==> src/rtl/vga_tile_fb_if.sv <==
// vga_tile_fb_if: MCU-side tile write, clear and bank-swap port of vga_tile_fb.
interface vga_tile_fb_if #(parameter int AW = 4);
  logic          wr_valid;
  logic          wr_ready;
  logic [AW-1:0] wr_addr;
  logic [7:0]    wr_color;
  logic          clr_req;
  logic [7:0]    clr_color;
  logic          swap_req;
  logic          swap_pending;
  modport master (output wr_valid, wr_addr, wr_color, clr_req, clr_color, swap_req,
                  input wr_ready, swap_pending);
  modport slave (input wr_valid, wr_addr, wr_color, clr_req, clr_color, swap_req,
                 output wr_ready, swap_pending);
endinterface

==> src/rtl/vga_tile_fb.sv <==
// vga_tile_fb: solid-colour tile framebuffer with VGA timing and a clear engine;
// define VGA_TILE_FB_DBUF_EN for vblank-synchronised double buffering.
module vga_tile_fb #(
  parameter int H_ACTIVE    = 640,
  parameter int H_FP        = 16,
  parameter int H_SYNC      = 96,
  parameter int H_BP        = 48,
  parameter int V_ACTIVE    = 480,
  parameter int V_FP        = 10,
  parameter int V_SYNC      = 2,
  parameter int V_BP        = 33,
  parameter int GRID_X_BITS = 2,
  parameter int GRID_Y_BITS = 2
) (
  input  logic             clk,
  input  logic             rst,
  vga_tile_fb_if.slave     bus,
  output logic             frame_start,
  output logic [2:0]       vgaRed,
  output logic [2:0]       vgaGreen,
  output logic [1:0]       vgaBlue,
  output logic             Hsync,
  output logic             Vsync
);
  localparam int AW     = GRID_X_BITS + GRID_Y_BITS;
  localparam int TILE_W = H_ACTIVE >> GRID_X_BITS;
  localparam int TILE_H = V_ACTIVE >> GRID_Y_BITS;
  localparam int H_TOT  = H_ACTIVE + H_FP + H_SYNC + H_BP;
  localparam int V_TOT  = V_ACTIVE + V_FP + V_SYNC + V_BP;
  localparam int HW     = $clog2(H_TOT);
  localparam int VW     = $clog2(V_TOT);
  localparam int TXW    = $clog2(TILE_W + 1);
  localparam int TYW    = $clog2(TILE_H + 1);
  localparam logic [HW-1:0] H_LAST = HW'(H_TOT - 1);
  localparam logic [HW-1:0] H_ACT  = HW'(H_ACTIVE);
  localparam logic [HW-1:0] HS_BEG = HW'(H_ACTIVE + H_FP);
  localparam logic [HW-1:0] HS_END = HW'(H_ACTIVE + H_FP + H_SYNC);
  localparam logic [VW-1:0] V_LAST = VW'(V_TOT - 1);
  localparam logic [VW-1:0] V_ACT  = VW'(V_ACTIVE);
  localparam logic [VW-1:0] VS_BEG = VW'(V_ACTIVE + V_FP);
  localparam logic [VW-1:0] VS_END = VW'(V_ACTIVE + V_FP + V_SYNC);
  localparam logic [TXW-1:0] TX_LAST = TXW'(TILE_W - 1);
  localparam logic [TYW-1:0] TY_LAST = TYW'(TILE_H - 1);
  localparam logic [1:0] INIT_CLR = 2'd0;
  localparam logic [1:0] IDLE     = 2'd1;
  localparam logic [1:0] CLR      = 2'd2;

  logic [HW-1:0]          hcnt;
  logic [VW-1:0]          vcnt;
  logic [TXW-1:0]         tx;
  logic [TYW-1:0]         ty;
  logic [GRID_X_BITS-1:0] col;
  logic [GRID_Y_BITS-1:0] row;
  logic [1:0]             state;
  logic [AW-1:0]          cnt, wa, ra;
  logic [7:0]             clr_lat, pix, rd, wd;
  logic                   h_wrap, v_wrap, acc, we;
  logic [7:0]             mem0 [2**AW];

  assign h_wrap       = hcnt == H_LAST;
  assign v_wrap       = vcnt == V_LAST;
  assign frame_start  = hcnt == '0 && vcnt == V_ACT;
  assign bus.wr_ready = state == IDLE && !bus.clr_req;
  assign acc          = bus.wr_valid && bus.wr_ready;
  assign ra           = {row, col};
  assign wa           = state == IDLE ? bus.wr_addr : cnt;
  assign wd           = state == CLR ? clr_lat : state == IDLE ? bus.wr_color : 8'h00;
  assign we           = state != IDLE || acc;
  assign {vgaRed, vgaGreen, vgaBlue} = pix;

  // tile column/row follow the beam with sub-tile counters instead of dividing
  always_ff @(posedge clk or posedge rst)
    if (rst) begin
      hcnt  <= '0;
      vcnt  <= '0;
      tx    <= '0;
      ty    <= '0;
      col   <= '0;
      row   <= '0;
      Hsync <= 1'b1;
      Vsync <= 1'b1;
      pix   <= 8'h00;
    end else begin
      hcnt <= h_wrap ? '0 : hcnt + 1'b1;
      if (h_wrap) vcnt <= v_wrap ? '0 : vcnt + 1'b1;
      if (h_wrap) begin
        tx  <= '0;
        col <= '0;
      end else if (hcnt < H_ACT) begin
        tx <= tx == TX_LAST ? '0 : tx + 1'b1;
        if (tx == TX_LAST) col <= col + 1'b1;
      end
      if (h_wrap && v_wrap) begin
        ty  <= '0;
        row <= '0;
      end else if (h_wrap && vcnt < V_ACT) begin
        ty <= ty == TY_LAST ? '0 : ty + 1'b1;
        if (ty == TY_LAST) row <= row + 1'b1;
      end
      Hsync <= !(hcnt >= HS_BEG && hcnt < HS_END);
      Vsync <= !(vcnt >= VS_BEG && vcnt < VS_END);
      pix   <= hcnt < H_ACT && vcnt < V_ACT && state != INIT_CLR ? rd : 8'h00;
    end

  always_ff @(posedge clk or posedge rst)
    if (rst) begin
      state   <= INIT_CLR;
      cnt     <= '0;
      clr_lat <= 8'h00;
    end else if (state != IDLE) begin
      cnt <= cnt + 1'b1;
      if (cnt == '1) state <= IDLE;
    end else if (bus.clr_req) begin
      state   <= CLR;
      cnt     <= '0;
      clr_lat <= bus.clr_color;
    end

`ifdef VGA_TILE_FB_DBUF_EN
  logic [7:0] mem1 [2**AW];
  logic       front, pend, do_swap;
  assign do_swap          = frame_start && state == IDLE && pend;
  assign bus.swap_pending = pend;
  assign rd               = front ? mem1[ra] : mem0[ra];
  always_ff @(posedge clk or posedge rst)
    if (rst) begin
      front <= 1'b0;
      pend  <= 1'b0;
    end else begin
      front <= front ^ do_swap;
      pend  <= bus.swap_req || (pend && !do_swap);
    end
  // INIT_CLR zeroes both banks together; otherwise only the back bank is written
  always_ff @(posedge clk) begin
    if (we && (state == INIT_CLR || front)) mem0[wa] <= wd;
    if (we && (state == INIT_CLR || !front)) mem1[wa] <= wd;
  end
`else
  logic unused_swap;
  assign unused_swap      = bus.swap_req;
  assign bus.swap_pending = 1'b0;
  assign rd               = mem0[ra];
  always_ff @(posedge clk)
    if (we) mem0[wa] <= wd;
`endif
endmodule

==> src/flat_wrapper.sv <==
// flat-port wrapper written by rule: the top's interface ports become plain ports
module vga_tile_fb_flat 
#(
  parameter int H_ACTIVE    = 640,
  parameter int H_FP        = 16,
  parameter int H_SYNC      = 96,
  parameter int H_BP        = 48,
  parameter int V_ACTIVE    = 480,
  parameter int V_FP        = 10,
  parameter int V_SYNC      = 2,
  parameter int V_BP        = 33,
  parameter int GRID_X_BITS = 2,
  parameter int GRID_Y_BITS = 2
)
  (clk, rst, frame_start, vgaRed, vgaGreen, vgaBlue, Hsync, Vsync, bus_wr_valid, bus_wr_addr, bus_wr_color, bus_clr_req, bus_clr_color, bus_swap_req, bus_wr_ready, bus_swap_pending);
  vga_tile_fb_if #(.AW(4)) bus_i ();
  input  logic clk;
  input  logic rst;
  output logic frame_start;
  output logic [2:0] vgaRed;
  output logic [2:0] vgaGreen;
  output logic [1:0] vgaBlue;
  output logic Hsync;
  output logic Vsync;
  input wire logic [$bits(bus_i.wr_valid)-1:0] bus_wr_valid;
  input wire logic [$bits(bus_i.wr_addr)-1:0] bus_wr_addr;
  input wire logic [$bits(bus_i.wr_color)-1:0] bus_wr_color;
  input wire logic [$bits(bus_i.clr_req)-1:0] bus_clr_req;
  input wire logic [$bits(bus_i.clr_color)-1:0] bus_clr_color;
  input wire logic [$bits(bus_i.swap_req)-1:0] bus_swap_req;
  output wire logic [$bits(bus_i.wr_ready)-1:0] bus_wr_ready;
  output wire logic [$bits(bus_i.swap_pending)-1:0] bus_swap_pending;
  assign bus_i.wr_valid = bus_wr_valid;
  assign bus_i.wr_addr = bus_wr_addr;
  assign bus_i.wr_color = bus_wr_color;
  assign bus_i.clr_req = bus_clr_req;
  assign bus_i.clr_color = bus_clr_color;
  assign bus_i.swap_req = bus_swap_req;
  assign bus_wr_ready = bus_i.wr_ready;
  assign bus_swap_pending = bus_i.swap_pending;
  vga_tile_fb #(.H_ACTIVE(H_ACTIVE), .H_FP(H_FP), .H_SYNC(H_SYNC), .H_BP(H_BP), .V_ACTIVE(V_ACTIVE), .V_FP(V_FP), .V_SYNC(V_SYNC), .V_BP(V_BP), .GRID_X_BITS(GRID_X_BITS), .GRID_Y_BITS(GRID_Y_BITS)) u_core (.clk(clk), .rst(rst), .bus(bus_i), .frame_start(frame_start), .vgaRed(vgaRed), .vgaGreen(vgaGreen), .vgaBlue(vgaBlue), .Hsync(Hsync), .Vsync(Vsync));
endmodule
==> config.mk <==
export PLATFORM = sky130hd
export DESIGN_NAME = vga_tile_fb_flat
export DESIGN_NICKNAME = d
export VERILOG_FILES = /design/src/rtl/vga_tile_fb_if.sv /design/src/rtl/vga_tile_fb.sv /design/src/flat_wrapper.sv
export SDC_FILE = /design/constraint.sdc
export NUM_CORES = 1
export LEC_CHECK = 0
export BUFFER_PORTS_ARGS = -buffer_cell sky130_fd_sc_hd__clkbuf_2
export CELL_PAD_IN_SITES_DETAIL_PLACEMENT = 1
export CELL_PAD_IN_SITES_GLOBAL_PLACEMENT = 1
export CORE_MARGIN = 2
export CORE_UTILIZATION = 49
export CTS_BUF_LIST = sky130_fd_sc_hd__clkbuf_2
export CTS_CLUSTER_DIAMETER = 100
export DETAILED_ROUTE_END_ITERATION = 8
export PLACE_DENSITY_LB_ADDON = 0.1
export SLEW_MARGIN = 5
export SYNTH_ARGS = -nofsm -noshare
export SYNTH_HDL_FRONTEND = slang
export SYNTH_SLANG_ARGS = --single-unit
==> constraint.sdc <==
create_clock -name clk -period 1.9 [get_ports clk]
set_input_delay 0.19 -clock clk [delete_from_list [all_inputs] [get_ports clk]]
set_output_delay 0.19 -clock clk [all_outputs]
set_load 0.01 [all_outputs]
Word-level counts from Yosys, hierarchy flattened
Memories as Yosys holds them, arrays and structs flattened.
Cells that the tools add are included.
Operators by class
  bitwise operators: 1
  reductions and logical operators: 24
  eq/ne operators: 10
  muxes and demuxes: 25
  $lt $le $gt $ge: 6
  $add $sub $neg: 7
Operator list (count)
  8-bit two-way mux: 6
  7-bit two-way mux: 3
  10-bit by 1-bit adder with 10-bit output, second input constant: 2
  10-bit equality test, second input constant: 2
  10-bit < comparator, second input constant: 2
  10-bit by 9-bit < comparator with 1-bit output, second input constant: 2
  10-bit two-way mux: 2
  2-bit two-way mux: 9
  4-bit two-way mux: 3
  2-bit nonzero test: 6
  10-bit by 9-bit equality test with 1-bit output, second input constant: 1
  10-bit >= comparator, second input constant: 1
  10-bit by 9-bit >= comparator with 1-bit output, second input constant: 1
  10-bit logical NOT: 1
  1-bit logical AND: 9
  8-bit by 1-bit adder with 8-bit output, second input constant: 1
  8-bit equality test, second input constant: 1
  2-bit AND reduction: 4
  7-bit by 1-bit adder with 7-bit output, second input constant: 1
  7-bit equality test, second input constant: 1
  2-bit by 1-bit adder with 2-bit output, second input constant: 2
  4-bit by 1-bit adder with 4-bit output, second input constant: 1
  4-bit equality test, second input constant: 1
  1-bit logical NOT: 3
  7 further kinds: 8
Storage, ports and cells
  memories kept: 1
  output and inout bits: 13
  register bits: 63
  input bits: 25
  memory bits (writable): 128
  logic and storage cells: 86
Memory list
  u_core.mem0: words 16, bits a word 8, read ports 1, clocked after Yosys merged registers in 0, wr ports 1, RTL line vga_tile_fb.sv:58  | logic [7:0] mem0 [2**AW];

Logic depth before layout (Yosys ltp)
Gate-level depths: netlist (run 1).
  depth in word-level cells: 6
  gate-level depth with buffers: 7
  mapped depth without buffers: 6

Least setup slack after synthesis (run 1)
Ideal clock, no wire load.
  path type: reg-to-reg
  from: reg u_core.state[0]
  to: mem u_core.mem0[5][0], enable pin
  setup slack: 0.002 ns
  cell stages (with the launch flop): 7
  arrival time: 1.528 ns
  clock period less this slack: 1.898 ns
  required time: 1.530 ns
  buffers on the path: 2
  setup time: 0.370 ns
  path through: dfrtp_1 > nor2b_1 > clkbuf_1 > buf_2 > o2bb2ai_1 > nand2_1 > nor2_1
Between the ends
  word-level cells in the longest chain between the ends: 6
  elaborated cells on any way between the ends: 8
  those cells by class: eq/ne: 2; mux: 3; reduce/logical: 3
RTL lines
  start: declaration: RTL line vga_tile_fb.sv:54  | logic [1:0] state;
  start signal: assignment: RTL line vga_tile_fb.sv:107  | state <= INIT_CLR;
  start signal: assignment: RTL line vga_tile_fb.sv:112  | if (cnt == '1) state <= IDLE;
  start signal: assignment: RTL line vga_tile_fb.sv:114  | state <= CLR;
  2-bit by 1-bit equality test with 1-bit output: RTL line vga_tile_fb.sv:63, vga_tile_fb.sv:66
  1-bit logical AND: RTL line vga_tile_fb.sv:63  | assign bus.wr_ready = state == IDLE && !bus.clr_req;
  1-bit logical AND: RTL line vga_tile_fb.sv:64  | assign acc = bus.wr_valid && bus.wr_ready;
  1-bit logical OR: RTL line vga_tile_fb.sv:68  | assign we = state != IDLE || acc;
  1-bit two-way mux: RTL line vga_tile_fb.sv:144  | if (we) mem0[wa] <= wd;
  1-bit two-way mux (not written as such): RTL line vga_tile_fb.sv:144
  end: declaration: RTL line vga_tile_fb.sv:58
Several ways; a longest one is shown, not always the timed one.

Worst setup path after layout (run 1)
  from: reg u_core.vcnt[6]
  to: out frame_start
Between the ends
  word-level cells in the longest chain between the ends: 2
RTL lines
  start: declaration: RTL line vga_tile_fb.sv:49  | logic [VW-1:0] vcnt;
  start signal: assignment: RTL line vga_tile_fb.sv:85  | if (h_wrap) vcnt <= v_wrap ? '0 : vcnt + 1'b1;
  10-bit by 9-bit equality test with 1-bit output: RTL line vga_tile_fb.sv:62  | assign frame_start = hcnt == '0 && vcnt == V_ACT;
  1-bit logical AND: RTL line vga_tile_fb.sv:62
  end: declaration: RTL line flat_wrapper.sv:19  | output logic frame_start;
No other way between the ends.

==> run summary, run 1 <==
die height: 133 um
commonest non-fill, non-tap cell in the layout: edfxtp_1
Final Critical Period: 2.48 ns
root buf cell: clkbuf_2
DR iter-0 viols: 403
Pre-Repair DR Iteration Count: 5
worst hold path class: input port to register
Post-route DRC: 0
Routed Antenna Nets: 0
CP startpoint kind: register
number of global-route vias before repair: 5,624
RSZ-0062 raised after global routing: true
Critical Path Sink Type: output port
Clock Path Buffers: 2
Power Density: 1180 nW/um^2
post-synthesis cell area: 8100 sq um
dpl cells: 818
worst r2r src: u_core.state[1]$_DFFE_PP0P_
Synth Area per Inst: 15.3 sq um
initial core utilization: 0.506
maximum VDD drop: 990 uV
Leak: 3.79 nW
R2R depth: 7
Inserted Clock Buffers: 17
Via Count: 5,235
Fin Setup TNS: -9.70 ns
clk slew on worst S/H paths: 0.29 ns
CP Class: register to output port
DPL Wire Length: 13.6 mm
Synth Warn #: 0
max-cap violations: 0
CTS tree: done
setup violators final: 130
final worst-path cycle share: 1.31
H-tree lvl count: 4
cell row count: 46
Reg-to-Reg End: u_core.mem0[1][0]$_DFFE_PP_
status: complete, but fails checks
Slew HR: 0.648
clock net sink count: 191
CP startpoint: u_core.vcnt[6]$_DFFE_PP0N_
Max Slew Vio Count: 0
Synth Flop Type: edfxtp_1
final cell count without fillers: 890
setup ws final: -0.584 ns
I/O Pins: 38
cells after synthesis: 528
sequential share of the synthesized area: 0.670
violated checks: setup timing
Synth-to-Final Area Change: 24.3%
CP endpoint: frame_start
global-route wire length before repair: 31.7 mm
FF-to-FF setup slack: -0.13 ns
vias per cell: 5.88
FMAX: 0.402 GHz
WL/cell: 24.1 um
area of the die: 17,600 sq um
NumNets Final: 692
#FFs+latches synth: 191
IO buf count: 35
crit path DAT: 2.29 ns
final core utilization: 0.629
final wirelength: 21.4 mm
Final Hold Fails: 0
Tightest Pin Transition: 0.527 ns
Die Wd: 133 um
Core ar.: 16,000 sq um
Total GRT Usage: 0.241
FFs w/ async S/R, synth: 0.330
fraction of layout cells with a size suffix above 1: 0.394
CP required: 1.71 ns
Worst Path Max Fanout: 7
antenna violations before repair: 1
Cell variety after synth: 60
Net Count, Synth: 560
largest net degree at the start of global routing: 34
fillers: 1,516
Post-synth EDFFs: 128
RD Place Congestion: 0.789
GRT Residual Overflow: 0
clk_lat worst skew: 0.80 ns
commonest non-fill, non-tap cells in the layout: edfxtp_1, dfrtp_1, clkbuf_2, buf_4, mux4_2
Max Clock Skew: 0.0447 ns
==> through the flow <==
step	hold slack, ns	worst slack, ns	total power, mW	instance area, sq um
after floorplan	0.276	0.00223	7.36	8100
after global placement	0.236	0.100	8.47	8940
after detailed placement	0.239	-0.106	8.74	8940
after CTS	0.00715	-0.663	11.1	9570
after global routing	0.00678	-0.759	12.3	10100
final	0.0685	-0.584	11.9	10100
==> synth_stat cells, types with 9 or more instances <==
library cell    n  area [sq um]
a22o_1         13           114
mux2_2         10           113
buf_2          10          50.1
a31oi_1         9          56.3
a22oi_1        16           120
mux4_2         32           721
edfxtp_1      128          3840
dfrtp_1        61          1530
a21oi_1        12          60.1
clkbuf_1        9          33.8
nand3_1        19          95.1
inv_1          12          45.0
xor2_1          9          78.8
o21ai_0        15          75.1
nor2_1         34           128
nand2_1        35           131
nor3_1         11          55.1
==> power breakdown <==
group	total (mW)	internal [mW]	switching (mW)
Clock	2.23	0.771	1.45
Sequential	6.17	5.79	0.379
Combinational	3.47	1.39	2.08
Total	11.9	7.95	3.91
==> routing by layer <==
layer,global-route usage,share of wire,up-vias
met5,0,0,-
met3,0.0383,0.043,38
met2,0.398,0.49,164
met4,0.0878,0.026,0
li1,-,-,2313
met1,0.327,0.44,2720
==> sequential cells by signal (all words and copies together) (netlist names) <==
| signal | count |
|---|---|
| u_core.Hsync | 1 |
| u_core.col | 2 |
| u_core.Vsync | 1 |
| u_core.clr_lat | 8 |
| u_core.pix | 8 |
| u_core.row | 2 |
| u_core.vcnt | 10 |
| u_core.tx | 8 |
| u_core.hcnt | 10 |
| u_core.state | 2 |
| u_core.mem0 | 128 |
| u_core.ty | 7 |
| u_core.cnt | 4 |
==> logic make-up after synthesis <==
logic type	Yosys count	share of synthesized area
mux	45	0.107
other cells	1	0.000463
compound gates	84	0.0728
simple gates	147	0.101
fa+ha+maj	7	0.0108
flops	191	0.670
xor+xnor	16	0.0173
buf+inv	37	0.0210
==> area by class of cell <==
type | count | area, sq um | share of cell area
Sequential cell | 191 | 5430 | 0.540
Inverter | 12 | 45.0 | 0.00447
Clock buffer | 18 | 90.1 | 0.00895
Multi-Input combinational cell | 300 | 2860 | 0.284
Antenna cell | 1 | 2.50 | 0.000249
Tap cell | 216 | 270 | 0.0268
Timing Repair Buffer | 138 | 1180 | 0.118
Clock inverter | 14 | 183 | 0.0181
==> timing repair <==
action | in CTS | in global routing
setup buffers | 11 | 10
gates resized for setup | 24 | 96
setup endpoints to repair | 115 | 150
hold buffers | 19 | 0
pin swaps | 1 | 9
endpoints found under the hold margin | 203 | 0
gates cloned | 0 | 1
==> critical path: stages, from the launching register on <==
cell and delay (ns):
dfrtp_2 0.50, nand4_1 0.14, nor4_1 0.20, buf_4 0.17, nand3_1 0.08, nor4_2 0.16
buf_4 0.16, buf_6 0.10
==> worst min-delay path by stage <==
stage,startpoint,endpoint,slack (ns),depth (start not counted)
6_report,bus_wr_addr[1],u_core.mem0[2][2]$_DFFE_PP_,0.07,4
5_1_grt,bus_wr_addr[1],u_core.mem0[2][6]$_DFFE_PP_,0.007,4
4_1_cts,bus_wr_addr[0],u_core.mem0[5][2]$_DFFE_PP_,0.007,4
3_5_place_dp,rst,u_core.row[0]$_DFFE_PP0P_,0.24,2
3_3_place_gp,rst,u_core.row[0]$_DFFE_PP0P_,0.24,2
2_1_floorplan,bus_clr_req,u_core.state[0]$_DFFE_PP0P_,0.28,1
Note: power is estimated with default switching activity, not from simulation.
==> inputs of run 2 (changes only) <==
CORE_UTILIZATION = 41   (was 49)
==> run 2 against run 1 <==
The flow still finishes with violations (setup timing); combinational power decreased by 11%; hold slack improved by 0.022 ns; worst setup slack improved by 0.11 ns; maximum frequency increased by 4.6%; global-route usage decreased by 4.7 points; sequential power decreased by 1%; cell area unchanged; register-to-register slack improved by 0.13 ns; die area increased by 19%; highest routed layer unchanged.
==> run summary, run 2 (synthesized netlist as in run 1, its figures left out) <==
status: complete, but fails checks
Largest regs: u_core.mem0 x128, u_core.hcnt x10, u_core.vcnt x10
I/O Pins: 38
CP required: 1.71 ns
Final Hold Slack: 0.0902 ns
Core ar.: 19,400 sq um
Die Wd: 145 um
Worst Path Max Fanout: 6
crit path DAT: 2.19 ns
largest net degree at the start of global routing: 64
hold_sp: bus_wr_addr[2]
Flop pwr share: 0.535
clk slew on worst S/H paths: 0.33 ns
critical path's slowest cell: dfrtp_1
Fin Setup TNS: -0.479 ns
design area: 10,100 sq um
Power Density: 1130 nW/um^2
FF-to-FF setup slack: 0 ns
clock share of power: 0.193
root buf cell: clkbuf_2
Net Sw Frac: 0.337
Max Slew Vio Count: 0
Synth-to-Final Area Change: 24.3%
setup ws final: -0.476 ns
R2R depth: 6
die height: 145 um
CP Class: register to output port
RSZ-0062 raised after global routing: true
max reg flops: 128
Slew HR: 0.605
violated checks: setup timing
Post-route DRC: 0
Final Hold Fails: 0
CP startpoint kind: register
WL/cell: 21.1 um
largest register by flop count: u_core.mem0
setup violators final: 2
vias per cell: 5.42
Reg-to-Reg End: u_core.vcnt[9]$_DFFE_PP0N_
final wirelength: 19.6 mm
CTS tree: done
Pre-Repair DR Iteration Count: 5
Leak: 3.75 nW
IO buf count: 35
initial core utilization: 0.417
area of the die: 20,900 sq um
RD Place Congestion: 0.757
H-tree lvl count: 4
Inserted Clock Buffers: 17
internal power: 7.57 mW
Routed Antenna Nets: 0
global-route wire length before repair: 29.9 mm
Final Critical Period: 2.38 ns
maximum VDD drop: 953 uV
worst r2r src: u_core.hcnt[7]$_DFF_PP0_
DR iter-0 viols: 220
Total GRT Usage: 0.195
NetSw: 3.85 mW
Max Clock Skew: 0.0595 ns
clock net sink count: 191
Clock Path Buffers: 2
clk_lat worst skew: 0.79 ns
DPL Wire Length: 12.4 mm
NumNets Final: 683
final worst-path cycle share: 1.25
FMAX: 0.421 GHz
Cell Chain, Critical Path: buf_4, nor4_1, nand3_1, nor4_2, buf_2
fraction of layout cells with a size suffix above 1: 0.387
Via Count: 5,045
Hold EP: u_core.mem0[8][1]$_DFFE_PP_
max-cap violations: 0
cell row count: 51
dpl cell area: 8870 sq um
worst hold path stage count: 5
Comb power frac: 0.272
commonest non-fill, non-tap cells in the layout: edfxtp_1, dfrtp_1, clkbuf_2, buf_4, mux4_2
antenna violations before repair: 1
worst hold path class: input port to register
Critical Path Sink Type: output port
commonest non-fill, non-tap cell in the layout: edfxtp_1
number of global-route vias before repair: 5,345
Tightest Pin Transition: 0.591 ns
max incr delay on CP: 0.46 ns
GRT Residual Overflow: 0
## run 2: changes by cell type in the layout (fill, tap and decap cells not counted), moves of 7 or more
cell	previous run	this run
buf_4	51	41
a22o_2	0	9
a22o_1	12	4
buf_6	29	21
buf_8	1	9
nor2_2	9	2
nor2_4	9	16
## run 2: how the worst max path moves through the flow
stage | end | startpoint | cells past startpoint
final | frame_start | u_core.hcnt[7]$_DFF_PP0_ | 5
after detailed placement | u_core.mem0[12][5]$_DFFE_PP_ | u_core.state[0]$_DFFE_PP0P_ | 6
after global routing | frame_start | u_core.hcnt[7]$_DFF_PP0_ | 5
after global placement | u_core.mem0[12][5]$_DFFE_PP_ | u_core.state[0]$_DFFE_PP0P_ | 6
after CTS | frame_start | u_core.hcnt[0]$_DFF_PP0_ | 8
after floorplan | u_core.mem0[5][0]$_DFFE_PP_ | u_core.state[0]$_DFFE_PP0P_ | 6
## run 2: cell type report
type                       count  area (sq um)
antenna                        1          2.50
clock inverter                15           196
multi-input combinational    300          2830
fill                        1906          9330
timing repair buffer         129          1140
sequential                   191          5430
clock buffer                  17          85.1
tap                          265           332
inverter                      12          45.0
## run 2: what timing repair did
action	CTS	global route
resized for setup	28	102
buffers inserted	10	20
pin swaps	2	21
endpoints found under the hold margin	77	113
hold buffers	11	8
cloned	1	0
setup endpoints to repair	99	231
## run 2: layer usage
layer,track usage,wire [um]
met2,0.331,10200
met5,0,0
met3,0.0440,560
met1,0.253,8690
met4,0.0537,200
## run 2: critical path: cells and delay by family, from the launching register on
| family | cells | cell delay, ns |
|---|---|---|
| flip-flops | 1 | 0.46 |
| buffers and inverters | 2 | 0.35 |
| AND/OR/NAND/NOR | 3 | 0.62 |
## run 2: per-stage QoR
stage / std cells / setup slack, ns / total power, mW / util
2_1_floorplan: 528 / 0.00223 / 7.36 / -
3_3_place_gp: 847 / 0.0518 / 8.29 / 0.457
3_5_place_dp: 847 / -0.0689 / 8.48 / 0.457
4_1_cts: 901 / -0.584 / 10.8 / 0.487
5_1_grt: 930 / -0.718 / 12.0 / 0.519
6_report: 930 / -0.476 / 11.4 / 0.519
## run 2: power groups by stage
stage          sequential, mW  combinational [mW]  clock, mW
3_3_place_gp             6.12                2.17          0
3_5_place_dp             6.20                2.29          0
4_1_cts                  6.10                2.45       2.29
5_1_grt                  6.19                3.37       2.43
2_1_floorplan            6.11                1.25          0
6_report                 6.11                3.10       2.21
==> inputs of run 3 (changes only) <==
CORE_ASPECT_RATIO = 0.5   (was default)
==> run 3 against run 2 <==
The run still ends with setup timing left; global-route usage fell by 0.90 points; clock skew rose by 0.0057 ns; clock-buffer cell count rose by 1; combinational power fell by 9.4%; via count fell by 3.1%; sequential share of layout area rose by 1.5 points; register-to-register slack improved by 0.03 ns; clock power fell by 5%; cell area fell by 2.7%; largest power group unchanged.
==> run summary, run 3 (synthesized netlist as in run 1, its figures left out) <==
CTS tree: done
WL/cell: 19.9 um
final wirelength: 18.5 mm
worst hold path class: input port to register
CP startpoint: u_core.vcnt[9]$_DFFE_PP0N_
Slew HR: 0.583
NumNets Final: 679
design area: 9800 sq um
clk slew on worst S/H paths: 0.33 ns
setup violators final: 1
largest net degree at the start of global routing: 40
total power: 11.0 mW
H-tree lvl count: 4
initial core utilization: 0.417
Inserted Clock Buffers: 17
violated checks: setup timing
critical path's slowest cell: dfrtp_1
Via Count: 4,888
dpl cell area: 8920 sq um
GRT Residual Overflow: 0
antenna violations before repair: 0
CP startpoint kind: register
area of the die: 21,000 sq um
Clock Path Buffers: 2
max-cap violations: 0
largest register by flop count: u_core.mem0
commonest non-fill, non-tap cells in the layout: edfxtp_1, dfrtp_1, clkbuf_2, buf_4, mux4_2
commonest non-fill, non-tap cell in the layout: edfxtp_1
global-route wire length before repair: 28.8 mm
fraction of layout cells with a size suffix above 1: 0.365
Fin Setup TNS: -0.385 ns
maximum VDD drop: 698 uV
antenna cells: 0
Cell Chain, Critical Path: nor4_1, buf_4, nand3_1, nor4_2, buf_2
Post-route DRC: 0
Final Critical Period: 2.29 ns
Leak: 3.70 nW
DP Worst Slack: -0.0113 ns
I/O Pins: 38
hold_sp: bus_wr_addr[0]
Max Slew Vio Count: 0
DR iter-0 viols: 276
number of global-route vias before repair: 4,994
Final Hold Slack: 0.102 ns
Largest delay share family, worst path: flip-flops
DPL Wire Length: 12.0 mm
final cell count without fillers: 926
IO buf count: 35
setup ws final: -0.385 ns
Pre-Repair DR Iteration Count: 4
Final Hold Fails: 0
max reg flops: 128
Critical Path Sink Type: output port
Largest regs: u_core.mem0 x128, u_core.hcnt x10, u_core.vcnt x10
Max Clock Skew: 0.0652 ns
crit path DAT: 2.10 ns
status: complete, but fails checks
RSZ-0062 raised after global routing: true
cell row count: 36
FMAX: 0.438 GHz
Total GRT Usage: 0.186
final worst-path cycle share: 1.20
Tightest Pin Transition: 0.626 ns
Core ar.: 19,400 sq um
clk_lat worst skew: 0.76 ns
Power Density: 1120 nW/um^2
Worst Path Max Fanout: 6
CP bufs+invs: 2
fillers: 1,942
CP Class: register to output port
max incr delay on CP: 0.51 ns
clock net sink count: 191
Die Wd: 203 um
die height: 103 um
worst r2r src: u_core.hcnt[0]$_DFF_PP0_
RD Place Congestion: 0.744
CP required: 1.71 ns
vias per cell: 5.28
final core utilization: 0.505
Synth-to-Final Area Change: 21.0%
dpl cells: 856
Routed Antenna Nets: 0
root buf cell: clkbuf_2
run 3: cell count changes in the layout (fill, tap and decap cells not counted), sizes merged:
| cell | before | now |
|---|---|---|
| dlygate4sd3 | 19 | 16 |
| clkinv | 7 | 5 |
| inv | 18 | 20 |
| buf | 77 | 76 |
| bufinv | 1 | 0 |
| clkbuf | 50 | 51 |
| diode | 1 | 0 |
run 3: final timing paths:
| check | end | slack (ns) | depth (start not counted) |
|---|---|---|---|
| setup / recovery | frame_start | -0.39 | 5 |
| min in group asynchronous | u_core.ty[4]$_DFFE_PP0P_ | 0.39 | 4 |
| max in group asynchronous | u_core.Vsync$_DFF_PP1_ | 0.87 | 5 |
| setup reg to reg | u_core.vcnt[9]$_DFFE_PP0N_ | 0.03 | 7 |
| hold reg to reg | u_core.tx[7]$_DFFE_PP0P_ | 0.53 | 1 |
| hold / removal | u_core.mem0[5][3]$_DFFE_PP_ | 0.10 | 5 |
run 3: timing repair:
| action | CTS | global route |
|---|---|---|
| setup buffers | 13 | 9 |
| hold endpoints to repair | 86 | 46 |
| resized for setup | 25 | 55 |
| setup endpoints to repair | 49 | 203 |
| pin swaps | 3 | 7 |
| hold buffers | 12 | 4 |
| gates cloned | 0 | 1 |
run 3: worst reg2reg max path: stages (launching register included):
cell     delay (ns)
dfrtp_1        0.41
buf_4          0.10
ha_1           0.19
and3_1         0.24
nand4_2        0.22
buf_6          0.21
nor4_4         0.28
mux2i_1        0.20
run 3: area by class of cell:
type                       count  area [sq um]  area share
clock buffer                  18          90.1     0.00920
clock inverter                14           161      0.0165
inverter                      12          45.0     0.00460
multi-input combinational    300          2700       0.276
sequential                   191          5430       0.554
tap                          266           333      0.0340
timing repair buffer         125          1040       0.106
run 3: where the power goes:
part | internal, mW | switching, mW
Combinational | 1.08 | 1.72
Clock | 0.460 | 1.64
Sequential | 5.79 | 0.313
run 3: layer usage:
layer / GRT usage / wire [um] / up-vias
li1: - / - / 2297
met1: 0.259 / 8570 / 2505
met2: 0.301 / 8800 / 75
met3: 0.0432 / 939 / 11
met4: 0.0455 / 161 / 0
met5: 0 / 0 / -
